<file path="config.mk">
export PLATFORM = sky130hd
export DESIGN_NAME = move_scheduler
export DESIGN_NICKNAME = d
export VERILOG_FILES = /design/src/rtl/move_scheduler.sv
export SDC_FILE = /design/constraint.sdc
export NUM_CORES = 1
export LEC_CHECK = 0
export BUFFER_PORTS_ARGS = -buffer_cell sky130_fd_sc_hd__buf_2
export CAP_MARGIN = 0
export CORE_ASPECT_RATIO = 1.4
export CORE_MARGIN = 4
export CORE_UTILIZATION = 51
export CTS_CLUSTER_DIAMETER = 120
export DETAILED_ROUTE_END_ITERATION = 10
export PLACE_DENSITY = 0.74
export REMOVE_ABC_BUFFERS = 1
export SLEW_MARGIN = 20
export SYNTH_ARGS = -nofsm -noshare
export SYNTH_HDL_FRONTEND = slang
export SYNTH_SLANG_ARGS = --single-unit
</file>
<file path="constraint.sdc">
create_clock -name clk -period 3 [get_ports clk]
set_input_delay 0.15 -clock clk [delete_from_list [all_inputs] [get_ports clk]]
set_output_delay 0.15 -clock clk [all_outputs]
set_load 0.01 [all_outputs]
</file>
<file path="src/rtl/move_scheduler.sv">
`default_nettype none
// ============================================================================
// move_scheduler: scans a source board, dispatches one generator per piece of
// the side to move, and packs all successor boards into one contiguous list.
// Revision: 1.0
// ============================================================================
module move_scheduler #(
  parameter int MAX_BOARDS  = 256,
  parameter int BOARD_BYTES = 256
) (
  input  logic        clk,
  input  logic        rst,
  output logic        slave_waitrequest,
  input  logic [3:0]  slave_address,
  input  logic        slave_read,
  input  logic        slave_write,
  input  logic [31:0] slave_writedata,
  output logic [31:0] slave_readdata,
  input  logic        master_waitrequest,
  output logic [31:0] master_address,
  output logic        master_read,
  input  logic [31:0] master_readdata,
  input  logic        master_readdatavalid,
  output logic [2:0]  gen_sel,
  output logic [3:0]  gen_address,
  output logic        gen_write,
  output logic [31:0] gen_writedata,
  output logic        gen_read,
  input  logic [31:0] gen_readdata,
  input  logic        gen_waitrequest
);

  localparam logic [31:0] MAX_B  = 32'(MAX_BOARDS);
  localparam logic [31:0] STRIDE = 32'(BOARD_BYTES);

  typedef enum logic [3:0] {
    IDLE, SCAN_RD, SCAN_WAIT, CHECK, GEN_CFG,
    GEN_START, GEN_POLL, ACCUM, NEXT_SQ, DONE
  } state_t;

  state_t      state;
  logic [31:0] src_board_addr;
  logic [31:0] dest_board_addr;
  logic        side;
  logic [5:0]  sq;
  logic [31:0] total;
  logic [7:0]  pc;
  logic [7:0]  cnt;

  logic [7:0]  pc_abs;
  logic        dispatch;
  logic [31:0] dest_cur;
  logic [32:0] sum;
  logic [31:0] total_next;
  logic        hold_read;

  assign pc_abs   = pc[7] ? (~pc + 8'd1) : pc;
  assign dispatch = (pc != 8'd0) && (pc[7] == side) && (pc_abs <= 8'd6) && (total < MAX_B);
  assign dest_cur = dest_board_addr + STRIDE * total;
  assign sum      = {1'b0, total} + {25'd0, cnt};
  assign total_next = (sum > {1'b0, MAX_B}) ? MAX_B : sum[31:0];

  // A busy register-0 read is stalled until the scan has finished; the cycle
  // that enters DONE already releases it so the read completes there.
  assign hold_read = slave_read && (slave_address == 4'd0) &&
                     (state != IDLE) && (state != DONE) &&
                     !((state == NEXT_SQ) && (sq == 6'd63));

  always_comb begin
    slave_readdata = 32'd0;
    case (slave_address)
      4'd0:    slave_readdata = total;
      4'd1:    slave_readdata = src_board_addr;
      4'd2:    slave_readdata = dest_board_addr;
      4'd3:    slave_readdata = {31'd0, side};
      default: slave_readdata = 32'd0;
    endcase
  end

  wire unused_bits = &{1'b0, master_readdata[31:8], gen_readdata[31:8]};

  always_ff @(posedge clk) begin
    if (rst) begin
      state             <= IDLE;
      src_board_addr    <= 32'd0;
      dest_board_addr   <= 32'd0;
      side              <= 1'b0;
      sq                <= 6'd0;
      total             <= 32'd0;
      pc                <= 8'd0;
      cnt               <= 8'd0;
      slave_waitrequest <= 1'b0;
      master_address    <= 32'd0;
      master_read       <= 1'b0;
      gen_sel           <= 3'd0;
      gen_address       <= 4'd0;
      gen_write         <= 1'b0;
      gen_writedata     <= 32'd0;
      gen_read          <= 1'b0;
    end else begin
      slave_waitrequest <= hold_read;
      case (state)
        IDLE: begin
          if (slave_write) begin
            case (slave_address)
              4'd0: begin
                sq             <= 6'd0;
                total          <= 32'd0;
                master_read    <= 1'b1;
                master_address <= src_board_addr;
                state          <= SCAN_RD;
              end
              4'd1:    src_board_addr  <= slave_writedata;
              4'd2:    dest_board_addr <= slave_writedata;
              4'd3:    side            <= slave_writedata[0];
              default: ;
            endcase
          end
        end
        SCAN_RD: begin
          if (!master_waitrequest) begin
            master_read <= 1'b0;
            state       <= SCAN_WAIT;
          end
        end
        SCAN_WAIT: begin
          if (master_readdatavalid) begin
            pc    <= master_readdata[7:0];
            state <= CHECK;
          end
        end
        CHECK: begin
          if (dispatch) begin
            gen_sel       <= pc_abs[2:0];
            gen_write     <= 1'b1;
            gen_address   <= 4'd1;
            gen_writedata <= src_board_addr;
            state         <= GEN_CFG;
          end else begin
            state <= NEXT_SQ;
          end
        end
        GEN_CFG: begin
          // gen_address doubles as the configuration step counter (1..4).
          if (!gen_waitrequest) begin
            case (gen_address)
              4'd1: begin
                gen_address   <= 4'd2;
                gen_writedata <= dest_cur;
              end
              4'd2: begin
                gen_address   <= 4'd3;
                gen_writedata <= {29'd0, sq[2:0]};
              end
              4'd3: begin
                gen_address   <= 4'd4;
                gen_writedata <= {29'd0, sq[5:3]};
              end
              default: begin
                gen_address   <= 4'd0;
                gen_writedata <= 32'd0;
                state         <= GEN_START;
              end
            endcase
          end
        end
        GEN_START: begin
          if (!gen_waitrequest) begin
            gen_write <= 1'b0;
            gen_read  <= 1'b1;
            state     <= GEN_POLL;
          end
        end
        GEN_POLL: begin
          if (!gen_waitrequest) begin
            cnt      <= gen_readdata[7:0];
            gen_read <= 1'b0;
            state    <= ACCUM;
          end
        end
        ACCUM: begin
          total   <= total_next;
          gen_sel <= 3'd0;
          state   <= NEXT_SQ;
        end
        NEXT_SQ: begin
          if (sq == 6'd63) begin
            state <= DONE;
          end else begin
            sq             <= sq + 6'd1;
            master_read    <= 1'b1;
            master_address <= src_board_addr + {24'd0, sq + 6'd1, 2'b00};
            state          <= SCAN_RD;
          end
        end
        DONE: begin
          if (slave_read && (slave_address == 4'd0) && !slave_waitrequest)
            state <= IDLE;
        end
        default: state <= IDLE;
      endcase
    end
  end

endmodule
`default_nettype wire
</file>
== Yosys cells after proc, flatten, opt, wreduce, memory -nomap -nowiden ==
Index checks and enable logic that the tools add are counted.

* Flip-flop bits (word level): 198
* Input bits: 107
* Word-level logic and storage cells: 137

* $add $sub $neg: 5
* $lt $le $gt $ge: 3
* Equality and inequality tests: 29
* Mux-type cells: 46
* Bitwise logic cells: 2
* Reduce and logical (&&, ||, !) cells: 36

{| class="wikitable"
|+ Operators with widths
! operator !! number
|-
| $mux W32 || 8
|-
| $pmux W32 S2 || 3
|-
| $pmux W32 S4 || 1
|-
| $pmux W32 S3 || 1
|-
| $mux W4 || 13
|-
| $pmux W4 S10 || 1
|-
| $add A32 B8 Y33 || 1
|-
| $gt A33 B9 Y1 const B || 1
|-
| $add A32 B32 Y32 || 1
|-
| $add A32 B8 Y32 || 1
|-
| $lt A32 B9 Y1 const B || 1
|-
| $eq A4 B2 Y1 const B || 6
|-
| $ne A2 B2 Y1 const B || 11
|-
| $reduce_and A3 Y1 || 7
|-
| $mux W6 || 3
|-
| $eq A4 B3 Y1 const B || 4
|-
| $eq A4 B1 Y1 const B || 3
|-
| $pmux W6 S2 || 1
|-
| $reduce_bool A2 Y1 || 6
|-
| $logic_and A1 B1 Y1 || 9
|-
| $pmux W3 S3 || 1
|-
| $reduce_and A9 Y1 || 1
|-
| $add A8 B1 Y8 const B || 1
|-
| $eq A4 B4 Y1 const B || 2
|-
| 23 further kinds || 34
|}

== Logic depth before layout (Yosys ltp) ==
* Word-level depth: 8
* Depth in mapped cells: 13
* Mapped depth without buffers: 12

== Least setup slack after synthesis ==
Ideal clock, no wire load.

* Path type: register -> register
* From: register total[0]
* To: register total[0]
* Data arrival time: 2,979 ps
* Data required time: 2,939 ps
* Path slack: -40 ps
* Stages on the path, launching flop included: 12
* Period minus slack after synthesis: 3,040 ps
* Path through: dfxtp_1 > ha_1 > fa_1 > a211oi_1 > o21a_1 > o21a_1 > nor3_1 > a221o_1 > a211oi_1 > o2111ai_1 > nor4b_2 > a22o_1

* Longest elaborated chain between the ends: 4

{| class="wikitable"
|+ Ends and longest elaborated chain
! element !! line !! RTL
|-
| from (decl) || 46 || <nowiki>logic [31:0] total;</nowiki>
|-
| from (signal assigned) || 182 || <nowiki>total <= total_next;</nowiki>
|-
| $add A32 B8 Y33 * || 60 || <nowiki>assign sum = {1'b0, total} + {25'd0, cnt};</nowiki>
|-
| $gt A33 B9 Y1 || 61 || <nowiki>assign total_next = (sum > {1'b0, MAX_B}) ? MAX_B : sum[31:0];</nowiki>
|-
| $mux W32 * || 61 ||
|-
| $pmux W32 S2 * || 102 || <nowiki>case (state)</nowiki>
|}

Every way passes the cells marked *; elsewhere a longest branch is shown, timed or not.
A chain may end at the register's enable or synchronous reset.

== Worst setup path after layout ==
* From: register cnt[0]
* To: register total[2]

* Longest elaborated chain between the ends: 4

{| class="wikitable"
|+ Ends and longest elaborated chain
! element !! line !! RTL
|-
| from (decl) || 48 || <nowiki>logic [7:0] cnt;</nowiki>
|-
| from (signal assigned) || 176 || <nowiki>cnt <= gen_readdata[7:0];</nowiki>
|-
| $add A32 B8 Y33 * || 60 ||
|-
| $gt A33 B9 Y1 || 61 ||
|-
| $mux W32 * || 61 ||
|-
| $pmux W32 S2 * || 102 ||
|}

Marked as above.

==> flow_metrics.py <==
metrics = {
    "floorplanning": {
        "die_w_um": 132,
        "dieArea_um2": 24000,
        "core-area_um2": 21200,
        "initial_core_util_pct": 51.8,
        "dieHeight_um": 182,
        "num_io_pins": 214,
        "row_count": 63,
    },
    "hold_path": {
        "hold_class": "input pin to register",
        "hp-start": "master_waitrequest",
    },
    "pwr": {
        "p_switching_mw": 1.29,
        "p_comb_share_pct": 6.1,
        "finalPower_mw": 5.22,
        "p_clk_share_pct": 43.0,
        "seqPwrFrac_pct": 50.9,
        "p_leak_nw": 5.81,
        "internal_power_mw": 3.93,
        "power.density_nw_per_um2": 381,
        "sw_frac_of_total_pct": 24.7,
        "peakVddDrop_mv": 0.403,
    },
    "timing": {
        "hold_viol_final": 0,
        "setup_viol": 8,
        "rsz0062_at_grt": "true",
        "tightest_slew_ns": 0.867,
        "finClkSkew_ns": 0.0121,
        "slew_headroom_pct": 42.2,
        "setup_slack_ns": -0.0591,
        "max_freq_mhz": 327,
        "fin_crit_sh_pct": 102,
        "hold_slack_ns": 0.0391,
        "finalMaxSlewViolations": 0,
        "period_needed_ns": 3.06,
        "fin_tns_setup_ns": -0.348,
    },
    "synthesis": {
        "ys_dominant_reg_cell": "dfxtp_1",
        "yosysSeqAreaShare_pct": 35.9,
        "synth-edff-count": 0,
        "netlist_area_um2": 11000,
        "synth.area.top_cells": "dfxtp_1, nor2_1, a21oi_1",
        "syn_avg_cell_area_um2": 7.94,
        "synth_warnings": 0,
        "yosysTopAreaCell": "dfxtp_1",
        "syn_inst": 1383,
        "ys_ff_latch": 197,
        "synth_cell_type_count": 66,
        "async_flop_share_pct": 0,
        "netlist.area_leader.share_pct": 35.9,
    },
    "global_route": {
        "grt_pass1_wl_um": 56000,
        "grt_use_total_pct": 28.8,
        "grt-ovfl-total": 0,
        "grt_pass1_vias": 10800,
        "antenna_found_initial": 0,
        "grt_max_degree": 80,
    },
    "place": {
        "place_area_um2": 12400,
        "placed_cells": 1795,
        "dp_hpwl_um": 24900,
        "port_buffers": 164,
        "place_congestion": 0.951,
        "post-place-ws_ns": -0.0404,
    },
    "routing": {
        "totalWireLength_um": 35300,
        "drc": 0,
        "vias": 11100,
        "ant_nets": 0,
        "avgViaCountPerCell": 5.89,
        "wl_per_cell_um": 18.8,
        "drt_iter0_markers": 851,
        "firstDrtPassIters": 5,
    },
    "clock_tree": {
        "clockBufferDepth": 2,
        "cts_tree": "built",
        "cts_buffers": 17,
        "htree_levels": 4,
        "numClockSinks": 197,
        "clk_pin_slew_ns": 0.07,
        "cts-root-buf": "clkbuf_16",
        "clk_latency_ns": 0.46,
    },
    "critical_path": {
        "reg2reg_from": "cnt[0]",
        "crit_arrival_ns": 3.46,
        "startpoint": "cnt[0]",
        "cpMostUsedCell": "buf_6",
        "crit_required_ns": 3.40,
        "startpoint_type": "register",
        "endpoint_kind": "register",
        "critPathMaxStageDelay_ns": 0.53,
        "cp_cell_sequence": "ha_4 > fa_2 > buf_6 > xor2_1 > or3_1 > or4_4 > nor4_4 > o21bai_1 > nor4b_4 > buf_6 > a22o_1",
        "reg2reg_slack_ns": -0.06,
        "cp_max_fo": 8,
        "critPathSlowestCell": "or4_4",
        "path_class": "register to register",
    },
    "cells_and_area": {
        "fin_cells": 1878,
        "n_antenna_cell": 0,
        "finalInstanceArea_um2": 13700,
        "final_nets": 1754,
        "final_cell_mix": "dfxtp_1, nor2_1, nand2_1",
        "final_common_cell": "dfxtp_1",
        "fin_util_pct": 64.6,
        "syn2layout_area_growth_pct": 24.8,
        "drive_gt1_share_pct": 22.1,
    },
    "status": {
        "violations": "setup timing",
        "outcome": "finished with violations",
    },
    "job": {
        "drv_cap": 0,
    },
}
==> cell usage after synthesis, types with 7 or more instances <==
| cell | count |
|---|---|
| ha_1 | 39 |
| a211oi_1 | 36 |
| nand2b_1 | 7 |
| dfxtp_1 | 197 |
| and2_1 | 30 |
| nor2b_1 | 8 |
| a311oi_1 | 8 |
| o21ai_0 | 28 |
| mux2i_1 | 54 |
| nand3_1 | 33 |
| o21bai_1 | 7 |
| a21o_1 | 14 |
| nor4_1 | 8 |
| a221oi_2 | 18 |
| nand4_1 | 14 |
| or3_1 | 8 |
| nor2_1 | 195 |
| clkbuf_1 | 76 |
| o211ai_1 | 9 |
| nand2_1 | 190 |
| xor2_1 | 35 |
| a22o_1 | 11 |
| and3_1 | 12 |
| nor3_1 | 47 |
| a21oi_1 | 146 |
| xnor2_1 | 31 |
| inv_1 | 21 |
| a31oi_1 | 7 |
==> timing repair <==
item	4_1_cts	5_1_grt
hold buffers	49	0
setup endpoints to repair	25	54
pin swaps	2	18
buffers inserted	1	1
gates resized for setup	12	42
hold endpoints to repair	81	0
==> layer usage <==
| layer | wire, µm | GRT usage (%) | vias up |
|---|---|---|---|
| li1 | - | - | 5333 |
| met4 | 1290 | 13.1 | 0 |
| met3 | 2090 | 4.60 | 92 |
| met2 | 17400 | 49.9 | 425 |
| met5 | 0 | 0 | - |
| met1 | 14600 | 35.0 | 5210 |
==> state kept, by name, indices dropped and copies added (netlist names) <==
signal	cells
gen_read	1
gen_writedata	32
sq	6
src_board_addr	32
gen_write	1
pc	8
state	4
dest_board_addr	32
gen_address	3
slave_waitrequest	1
master_read	1
gen_sel	3
side	1
total	32
cnt	8
master_address	32
==> cell type report <==
type | instances | area, µm²
Inverter | 21 | 78.8
Tap cell | 260 | 325
Multi-Input combinational cell | 1074 | 6790
Timing Repair Buffer | 294 | 1980
Clock inverter | 11 | 93.8
Sequential cell | 197 | 3950
Fill cell | 1803 | 7500
Clock buffer | 21 | 480
==> worst max-delay path: cells and delay by family (launching register included) <==
kind	cells	cell delay (ns)
XOR/XNOR	1	0.16
buffers and inverters	2	0.30
AND/OR/NAND/NOR	4	1.31
AO/OA/AOI/OAI	2	0.31
adder cells (fa/ha/maj)	2	0.58
flip-flops	1	0.34
==> cells by family after synthesis <==
group                    after synthesis  synth area share, %
XOR/XNOR                              66                 5.26
multiplexers                          58                 5.44
buffers and inverters                112                 4.32
AND/OR/NAND/NOR                      576                 23.5
AO/OA/AOI/OAI                        331                 20.5
other                                  1               0.0342
flip-flops                           197                 35.9
adder cells (fa/ha/maj)               42                 4.99
==> final timing paths <==
| kind | end | cells past startpoint |
|---|---|---|
| hold / removal | master_read | 3 |
| setup / recovery | total[2] | 11 |
| setup reg to reg | total[2] | 11 |
| hold reg to reg | master_address[0] | 2 |
==> power by group through the flow <==
stage / clock network [mW] / registers [mW] / logic, mW
after global placement: 0 / 2.72 / 0.261
after detailed placement: 0 / 2.72 / 0.265
after global routing: 2.38 / 2.66 / 0.345
after CTS: 2.26 / 2.66 / 0.315
after floorplan: 0 / 2.72 / 0.0914
final: 2.24 / 2.66 / 0.321
Power figures use the tool's default switching activity.
